[src/rtl/upsample2d_nn.sv]
// upsample2d_nn
//   Streaming 2x nearest-neighbour upsampler. An IN_W x IN_H raster map is
//   expanded to 2*IN_W x 2*IN_H by turning every pixel into a 2x2 block.
//   The first output row of each pair is produced from the live input. Each
//   pixel is emitted twice from a hold register and is also stored in a line
//   buffer. The second output row is then replayed from that line buffer.
//   Pixels pass through unchanged (signed, no clamping).
//
// Ports
//   i_clk        clock, rising edge
//   i_rst        asynchronous active-low reset
//   i_start      starts one frame, sampled only while idle
//   i_data       input pixel, raster order
//   i_valid      i_data valid
//   o_in_ready   input accepted this cycle when i_valid is also high
//   o_data       output pixel, raster order of the expanded map
//   o_valid      o_data valid
//   i_out_ready  downstream accepts o_data
//   o_busy       high whenever a frame is in progress
//   o_done       one-cycle pulse after the final output transfer
module upsample2d_nn #(
  parameter int DATA_WIDTH = 16,
  parameter int IN_W       = 3,
  parameter int IN_H       = 3
) (
  input  logic                  i_clk,
  input  logic                  i_rst,
  input  logic                  i_start,
  input  logic [DATA_WIDTH-1:0] i_data,
  input  logic                  i_valid,
  output logic                  o_in_ready,
  output logic [DATA_WIDTH-1:0] o_data,
  output logic                  o_valid,
  input  logic                  i_out_ready,
  output logic                  o_busy,
  output logic                  o_done
);

  localparam int XW = $clog2(IN_W) + 1;
  localparam int YW = $clog2(IN_H) + 1;
  localparam int AW = (IN_W > 1) ? $clog2(IN_W) : 1;

  localparam logic [1:0] IDLE  = 2'd0;
  localparam logic [1:0] ROW_A = 2'd1;
  localparam logic [1:0] ROW_B = 2'd2;

  logic [1:0]            state;
  logic [XW-1:0]         x;
  logic [YW-1:0]         y;
  logic                  phase;
  logic                  held;
  logic [DATA_WIDTH-1:0] hold;
  logic [DATA_WIDTH-1:0] line_buf [IN_W];
  logic                  done_q;

  logic                  last_x;
  logic                  last_y;
  logic [AW-1:0]         x_idx;
  logic [AW-1:0]         wr_idx;
  logic                  in_ready;
  logic                  out_valid;
  logic [DATA_WIDTH-1:0] out_data;
  logic                  in_fire;
  logic                  out_fire;

  always_comb begin
    last_x    = (x == XW'(IN_W - 1));
    last_y    = (y == YW'(IN_H - 1));
    x_idx     = x[AW-1:0];
    in_ready  = 1'b0;
    out_valid = 1'b0;
    out_data  = hold;
    case (state)
      ROW_A: begin
        // The bypass term lets the next pixel arrive together with the second
        // beat of the current one. It is blocked on the last column so that
        // the row boundary never overlaps with ROW_B.
        in_ready  = !held | (held & phase & i_out_ready & !last_x);
        out_valid = held;
        out_data  = hold;
      end
      ROW_B: begin
        out_valid = 1'b1;
        out_data  = line_buf[x_idx];
      end
      default: ;
    endcase
    in_fire  = i_valid & in_ready;
    out_fire = out_valid & i_out_ready;
    // An accept while still holding is always a bypass. At that moment x is
    // still the outgoing pixel's column, so the new pixel goes into the next slot.
    wr_idx   = held ? (x_idx + AW'(1)) : x_idx;
  end

  always_ff @(posedge i_clk or negedge i_rst) begin
    if (!i_rst) begin
      state    <= IDLE;
      x        <= '0;
      y        <= '0;
      phase    <= 1'b0;
      held     <= 1'b0;
      hold     <= '0;
      line_buf <= '{default: '0};
      done_q   <= 1'b0;
    end else begin
      done_q <= 1'b0;
      case (state)
        IDLE: begin
          if (i_start) begin
            x     <= '0;
            y     <= '0;
            phase <= 1'b0;
            held  <= 1'b0;
            state <= ROW_A;
          end
        end
        ROW_A: begin
          if (out_fire) begin
            if (!phase) begin
              phase <= 1'b1;
            end else begin
              phase <= 1'b0;
              held  <= 1'b0;
              if (last_x) begin
                x     <= '0;
                state <= ROW_B;
              end else begin
                x <= x + XW'(1);
              end
            end
          end
          if (in_fire) begin
            hold             <= i_data;
            line_buf[wr_idx] <= i_data;
            held             <= 1'b1;
            phase            <= 1'b0;
          end
        end
        ROW_B: begin
          if (out_fire) begin
            if (!phase) begin
              phase <= 1'b1;
            end else begin
              phase <= 1'b0;
              if (last_x) begin
                x <= '0;
                if (last_y) begin
                  state  <= IDLE;
                  done_q <= 1'b1;
                end else begin
                  y     <= y + YW'(1);
                  state <= ROW_A;
                end
              end else begin
                x <= x + XW'(1);
              end
            end
          end
        end
        default: state <= IDLE;
      endcase
    end
  end

  assign o_in_ready = in_ready;
  assign o_valid    = out_valid;
  assign o_data     = out_data;
  assign o_busy     = (state != IDLE);
  assign o_done     = done_q;

endmodule
[config.mk]
export PLATFORM = sky130hd
export DESIGN_NAME = upsample2d_nn
export DESIGN_NICKNAME = d
export VERILOG_FILES = /design/src/rtl/upsample2d_nn.sv
export SDC_FILE = /design/constraint.sdc
export NUM_CORES = 1
export LEC_CHECK = 0
export BUFFER_PORTS_ARGS = -buffer_cell sky130_fd_sc_hd__buf_2
export CAP_MARGIN = 40
export CORE_ASPECT_RATIO = 0.5
export CORE_UTILIZATION = 59
export CTS_CLUSTER_SIZE = 30
export DETAILED_ROUTE_END_ITERATION = 10
export PLACE_DENSITY = 0.91
export SYNTH_ARGS = -nofsm -noshare
export SYNTH_HDL_FRONTEND = slang
export SYNTH_SLANG_ARGS = --single-unit
[constraint.sdc]
create_clock -name i_clk -period 2.8 [get_ports i_clk]
set_clock_uncertainty 0.2 [all_clocks]
set_input_delay 0.28 -clock i_clk [delete_from_list [all_inputs] [get_ports i_clk]]
set_output_delay 0.28 -clock i_clk [all_outputs]
set_load 0.01 [all_outputs]
==> metrics.md, run 1 <==
| Metric | Value |
|---|---|
| Number of synthesis warnings | 0 |
| Synthesis-to-layout area growth | 14.27% |
| Complex-gate fraction of the synthesized area | between 9 and 10% |
| Footprint of the multi-input gates | between 1500 and 2000 sq um |
| Slew Limit Fails | 0 |
| Initial antenna violation count | 0 |
| Slew margin rel. | 52.25% |
| CTS tree | done |
| Crit path required time | 2320 ps |
| Arr. time, crit path | 2120 ps |
| Peak VDD IR | 0.5435 mV |
| FMAX | around 0.39 GHz |
| Post-DP HPWL | around 5600 um |
| Post-layout min period | ~2600 ps |
| Clock transition at path regs | ~70 ps |
| H-tree levels | 3 |
| Share of cells above drive strength 1 | a little over a third |
| Area post-placement | about 4200 sq um |
| Seq/Total Area, Yosys | between 40% and 50% |
| RSZ-0062 raised after global routing | no |
| Setup ws final | 203.5 ps |
| Setup CP Type | flop to output pin |
| Share of the synthesized area in the top cell type | between 40% and 50% |
| Crit start category | flop |
| Synth Register Bits | 75 |
| Final worst-path cycle share | just over 90% |
| ANT cells | 0 |
| Clock Sink Count | 75 |
| Post-synthesis mux area share | 25.63% |
| Xor/xnor share of the synthesized area | 0% |
| Grt total ovfl | 0 |
| Status | finished clean |
| Leak Pwr | around 2.1 nW |
| Top fanout value on the critical path | 16 |
| Post-Synth Simple-Gate Area | 10.25% |
| Initial DRC Count | around 140 |
| Routability cong. | 0.8317 |
| Largest net degree at the start of global routing | 47 |
| Clock root buffer | clkbuf_16 |
| Measured slew at the worst slew-check pin | 716.3 ps |
| DRT Pass-1 Iters | 4 |
| Worst-Skew Late Latency | between 300 and 400 ps |
| Synth area leader | dfrtp_1 |
| Largest family of logic cells by synthesized area | multiplexers |
| Commonest non-fill, non-tap cells in the layout | 75 x dfrtp_1, 41 x nor2_1, 40 x buf_2 |
| # fillers | ~400 |
| Initial Util | a little over three fifths |
| WL per Instance | 19.48 um |
| Post-CTS Setup Bufs | 0 |
| Hold slack | between 20 and 30 ps |
| Post-route cell area | 4479 sq um |
| Final setup vio count | 0 |
| Cell count after synthesis | 328 |
| Port-buffer cells | 40 |
| Die height | 59.64 um |
| Crit. End Element | output pin |
| Setup TNS | 0 ps |
| Die Wd | between 100 and 150 um |
| Vias | approximately 2800 |
| Final net count | 400 |
| Hold-fix buffers, CTS | 1 |
| Hold WC Path Type | input port to flop |
| Main synth FF type | dfrtp_1 |
| Hold Violations, Final | 0 |
| Die area | ~7000 sq um |
| Final Util | 71.89% |
| Vias per cell | about 6 |
| Total global-route track usage | 29.27% |
| Max clock buf depth | 2 |
| Max-cap viol count | 0 |
| I/O pins | about 40 |
| Post-synth net total | 358 |
| CTS Buf Count | 9 |
| Post-synth EDFFs | 0 |
| Number of gates resized after CTS | 0 |
| Sequential Area | 1877 sq um |
| Routed wire length | around 9000 um |
| Synth top area cells | dfrtp_1 48%, mux2_4 11%, mux2_2 10% |
| Netlist cell types | 44 |
| Row count | 20 |
| Drc violations | 0 |
| Post-DRT Antenna Nets | 0 |
| First-pass GRT wire length | 14660 um |
| Avg Inst Size Synth | ~12 sq um |
| Pwr Density | slightly above 1000 nW/um^2 |
| Adder-Cell Fraction of Synth Area | 2.873% |
| Pre-CTS WS | roughly 450 ps |
| Number of global-route vias before repair | 2919 |
| Core area | around 6200 sq um |
| Mapped cell area | about 3900 sq um |
| Synth async-reset ratio | between 90% and 100% |
| Most common cell after layout, fill and taps aside | dfrtp_1 |
-- state kept, by name, summed over array words and instances (netlist names) --
signal and count:
held 1, hold 16, line_buf 48, o_done 1, phase 1, state 2, x 3, y 3
-- critical path, stage by stage (launching register included) --
cell	delay, ps
dfrtp_1	400
buf_4	230
nor2_1	390
buf_4	290
a21oi_1	100
a21oi_1	190
buf_2	160
-- final timing paths --
| path | from | to | slack (ps) | cells past startpoint |
|---|---|---|---|---|
| worst max-delay path | x[1]$_DFFE_PN0P_ | o_data[11] | 200 | 6 |
| worst min-delay path | i_data[13] | line_buf[29]$_DFFE_PN0P_ | 30 | 2 |
| worst max register to register | x[0]$_DFFE_PN0P_ | line_buf[8]$_DFFE_PN0P_ | 410 | 6 |
| worst min register to register | x[2]$_DFFE_PN0P_ | x[2]$_DFFE_PN0P_ | 300 | 1 |
| max in group asynchronous | i_rst | line_buf[10]$_DFFE_PN0P_ | 1380 | 3 |
| min in group asynchronous | i_rst | hold[2]$_DFFE_PN0P_ | 320 | 2 |
-- where the power goes --
| part | switching [mW] | leakage (nW) | internal, mW | total, mW |
|---|---|---|---|---|
| Sequential | 0.281 | 0.944 | 1.50 | 1.78 |
| Combinational | 0.866 | 1.05 | 0.873 | 1.74 |
| Clock | 0.482 | 0.124 | 0.604 | 1.09 |
| Total | 1.63 | 2.12 | 2.98 | 4.61 |
-- area by class of cell --
class / count / share of cell area, %
Sequential cell: 75 / 41.90
Multi-Input combinational cell: 227 / 42.54
Tap cell: 88 / 2.458
Clock inverter: 7 / 1.173
Timing Repair Buffer: 48 / 6.145
Inverter: 9 / 0.7542
Clock buffer: 9 / 5.028
-- Yosys cell counts, types with 5 or more instances --
cell and count:
inv_1 8, mux2i_1 16, o21ai_0 5, o211ai_1 5
mux2_4 30, dfrtp_1 75, a21oi_1 37, nor2_1 41
nand2_1 8, clkbuf_1 6, mux2_2 35, ha_1 9
-- per-stage QoR --
| step | power [mW] | cells |
|---|---|---|
| after floorplan | 3.003 | 328 |
| after global placement | 3.334 | 446 |
| after detailed placement | 3.459 | 446 |
| after CTS | 4.612 | 463 |
| after global routing | 4.877 | 463 |
| final | 4.609 | 463 |
-- cell families after synthesis --
group           after synthesis
mux                          81
fa+ha+maj                     9
flops                        75
compound gates               63
buf+inv                      26
simple gates                 74
-- routing by layer --
metal	track usage, %	routed length [um]	vias up
met5	0	0	-
met4	13.74	237	0
met3	8.793	675	22
met2	47.56	4338	129
met1	36.51	3770	1373
li1	-	-	1260
(Power assumes the default switching activity.)
==> run 2, diff against run 1 <==
==> constraint.sdc (replaced) <==
create_clock -name i_clk -period 2.63 [get_ports i_clk]
set_clock_uncertainty 0.2 [all_clocks]
set_input_delay 0.263 -clock i_clk [delete_from_list [all_inputs] [get_ports i_clk]]
set_output_delay 0.263 -clock i_clk [all_outputs]
set_load 0.01 [all_outputs]
==> metrics.md, run 2 (synthesis results as in run 1) <==
| Metric | Value |
|---|---|
| Die Wd | 117.3 um (unchanged) |
| Final setup vio count | 0 (unchanged) |
| Synthesis-to-layout area growth | 15.93% (was 14.27%) |
| Total global-route track usage | 28.36% (was 29.27%) |
| Initial Util | 62.91% (unchanged) |
| RSZ-0062 raised after global routing | no (unchanged) |
| CTS tree | done (unchanged) |
| Number of gates resized after CTS | 0 (unchanged) |
| Clock transition at path regs | 60 ps (was 70 ps) |
| Largest register FFs | 48 (unchanged) |
| Leak Pwr | 2.153 nW (was 2.116 nW) |
| Worst Min Path Start | i_data[3] (was i_data[13]) |
| Int Power | 3.356 mW (was 2.979 mW) |
| CTS Buf Count | 9 (unchanged) |
| FMAX | around 0.42 GHz |
| First-pass GRT wire length | 14390 um (was 14660 um) |
| Area post-placement | 4199 sq um (was 4192 sq um) |
| Setup ws final | 227.7 ps (was 203.5 ps) |
| Routed wire length | 8715 um (was 9021 um) |
| Hold depth | 2 (unchanged) |
| Post-DP HPWL | 5551 um (was 5578 um) |
| Routability cong. | 0.8099 (was 0.8317) |
| Core area | 6231 sq um (unchanged) |
| Most common cell after layout, fill and taps aside | dfrtp_1 (unchanged) |
| Psw | 1.662 mW (was 1.629 mW) |
| H-tree levels | 3 (unchanged) |
| Initial DRC Count | 191 (was 139) |
| Clock Sink Count | 75 (unchanged) |
| WP buf/inv | 1 (was 3) |
| Clock Power Share | 25.6% (was 23.6%) |
| Final net count | 403 (was 400) |
| Worst r2r dst | line_buf[12]$_DFFE_PN0P_ (was line_buf[8]$_DFFE_PN0P_) |
| Slew margin rel. | 46.95% (was 52.25%) |
| Pre-CTS WS | 256.4 ps (was 453.5 ps) |
| Crit-path leading delay family | simple AND/OR/NAND/NOR gates (was buffers and inverters) |
| Clock root buffer | clkbuf_16 (unchanged) |
| Number of global-route vias before repair | 2819 (was 2919) |
| Hold slack | 3.319 ps (was 27.35 ps) |
| Status | finished clean (unchanged) |
| Setup TNS | 0 ps (unchanged) |
| DRT Pass-1 Iters | 6 (was 4) |
| WL per Instance | 18.70 um (was 19.48 um) |
| Critical path's largest stage delay | 440 ps (was 400 ps) |
| Peak VDD IR | 0.5900 mV (was 0.5435 mV) |
| Initial antenna violation count | 0 (unchanged) |
| Hold Violations, Final | 0 (unchanged) |
| Max-cap viol count | 0 (unchanged) |
| Pwr Density | 1104 nW/um^2 (was 1029 nW/um^2) |
| Crit-path slowest cell | nand4_4 (was dfrtp_1) |
| Combinational Power Share | 36.8% (was 37.7%) |
| Crit start category | flop (unchanged) |
| Arr. time, crit path | 2430 ps (was 2120 ps) |
| Die height | 59.64 um (unchanged) |
| I/O pins | 41 (unchanged) |
| Footprint of the multi-input gates | 1906 sq um (unchanged) |
| Die area | 6994 sq um (unchanged) |
| Largest net degree at the start of global routing | 43 (was 47) |
| # fillers | 351 (was 402) |
| Measured slew at the worst slew-check pin | 795.7 ps (was 716.3 ps) |
| Worst-Skew Late Latency | 340 ps (about the same) |
| Crit path required time | 2650 ps (was 2320 ps) |
| Post-layout min period | 2402 ps |
| Row count | 20 (unchanged) |
| Hold Path End | line_buf[3]$_DFFE_PN0P_ (was line_buf[29]$_DFFE_PN0P_) |
| PnR Total Power | 5.017 mW (was 4.609 mW) |
| Share of cells above drive strength 1 | 35.98% (was 36.27%) |
| Setup CP Type | flop to flop (was flop to output pin) |
| Reg2reg setup slack | 230 ps (was 410 ps) |
| Top fanout value on the critical path | 16 (unchanged) |
| Largest regs | line_buf (48), hold (16) (unchanged) |
| Sequential Area | 1877 sq um (unchanged) |
| Hold WC Path Type | input port to flop (unchanged) |
| Grt total ovfl | 0 (unchanged) |
| ANT cells | 0 (unchanged) |
| Flop pwr share | 37.6% (was 38.7%) |
| Slew Limit Fails | 0 (unchanged) |
| Final worst-path cycle share | between 90% and 100% |
| Largest register by flop count | line_buf (unchanged) |
| Drc violations | 0 (unchanged) |
| Sw Share | 33.12% (was 35.36%) |
| Cells on worst reg2reg path | 6 (unchanged) |
| Vias per cell | 5.964 (was 6.013) |
| Crit. End Element | flop (was output pin) |
| Port-buffer cells | 40 (unchanged) |
| Reg-to-reg startpoint | x[0]$_DFFE_PN0P_ (unchanged) |
| Worst-path cell chain | inv_2, ha_1, nor2b_1, o21ai_4, nand4_4, mux2_4 (was buf_4, nor2_1, buf_4, a21oi_1, a21oi_1, buf_2) |
| Post-DRT Antenna Nets | 0 (unchanged) |
| Max clock buf depth | 2 (unchanged) |
| Commonest non-fill, non-tap cells in the layout | 75 x dfrtp_1, 41 x nor2_1, 40 x buf_2 (unchanged) |
| Post-route cell area | 4544 sq um (was 4479 sq um) |
| Vias | 2779 (was 2784) |
-- run 2: layout make-up --
type | count | share of cell area [%]
Tap cell | 88 | 2.423
Clock buffer | 13 | 5.947
Clock inverter | 3 | 0.9912
Sequential cell | 75 | 41.30
Multi-Input combinational cell | 227 | 41.93
Inverter | 9 | 0.7434
Timing Repair Buffer | 51 | 6.663
-- run 2: routing by layer --
| metal | share of wire, % | wire (um) | global-route usage, % | up-vias |
|---|---|---|---|---|
| li1 | - | - | - | 1270 |
| met1 | 44 | 3800 | 37.09 | 1398 |
| met2 | 49 | 4228 | 45.88 | 91 |
| met3 | 5.7 | 494 | 8.384 | 20 |
| met4 | 2.2 | 192 | 9.222 | 0 |
| met5 | 0 | 0 | 0 | - |
-- run 2: power by group through the flow --
stage                     logic [mW]  registers, mW  clock network, mW
after detailed placement        1.81           1.89                  0
final                           1.84           1.89               1.28
after global placement          1.72           1.85                  0
after floorplan                 1.41           1.78                  0
after global routing            2.01           1.93               1.35
after CTS                       1.84           1.88               1.29
-- run 2: timing repair --
action | 4_1_cts | 5_1_grt
hold buffers | 3 | 0
endpoints found under the hold margin | 36 | 0
setup buffers | 0 | 0
-- run 2: worst max path at each step --
stage / end / startpoint / depth (start not counted) / slack [ps]
2_1_floorplan: line_buf[10]$_DFFE_PN0P_ / x[0]$_DFFE_PN0P_ / 7 / 490
3_3_place_gp: line_buf[9]$_DFFE_PN0P_ / x[0]$_DFFE_PN0P_ / 6 / 320
3_5_place_dp: line_buf[45]$_DFFE_PN0P_ / x[0]$_DFFE_PN0P_ / 6 / 260
4_1_cts: line_buf[38]$_DFFE_PN0P_ / x[0]$_DFFE_PN0P_ / 6 / 250
5_1_grt: line_buf[38]$_DFFE_PN0P_ / x[0]$_DFFE_PN0P_ / 6 / 150
6_report: line_buf[12]$_DFFE_PN0P_ / x[0]$_DFFE_PN0P_ / 6 / 230
-- run 2: stage by stage --
stage          util, %  cells
5_1_grt          72.93    466
3_3_place_gp     67.39    447
3_5_place_dp     67.39    447
4_1_cts          72.93    466
2_1_floorplan        -    328
6_report         72.93    466
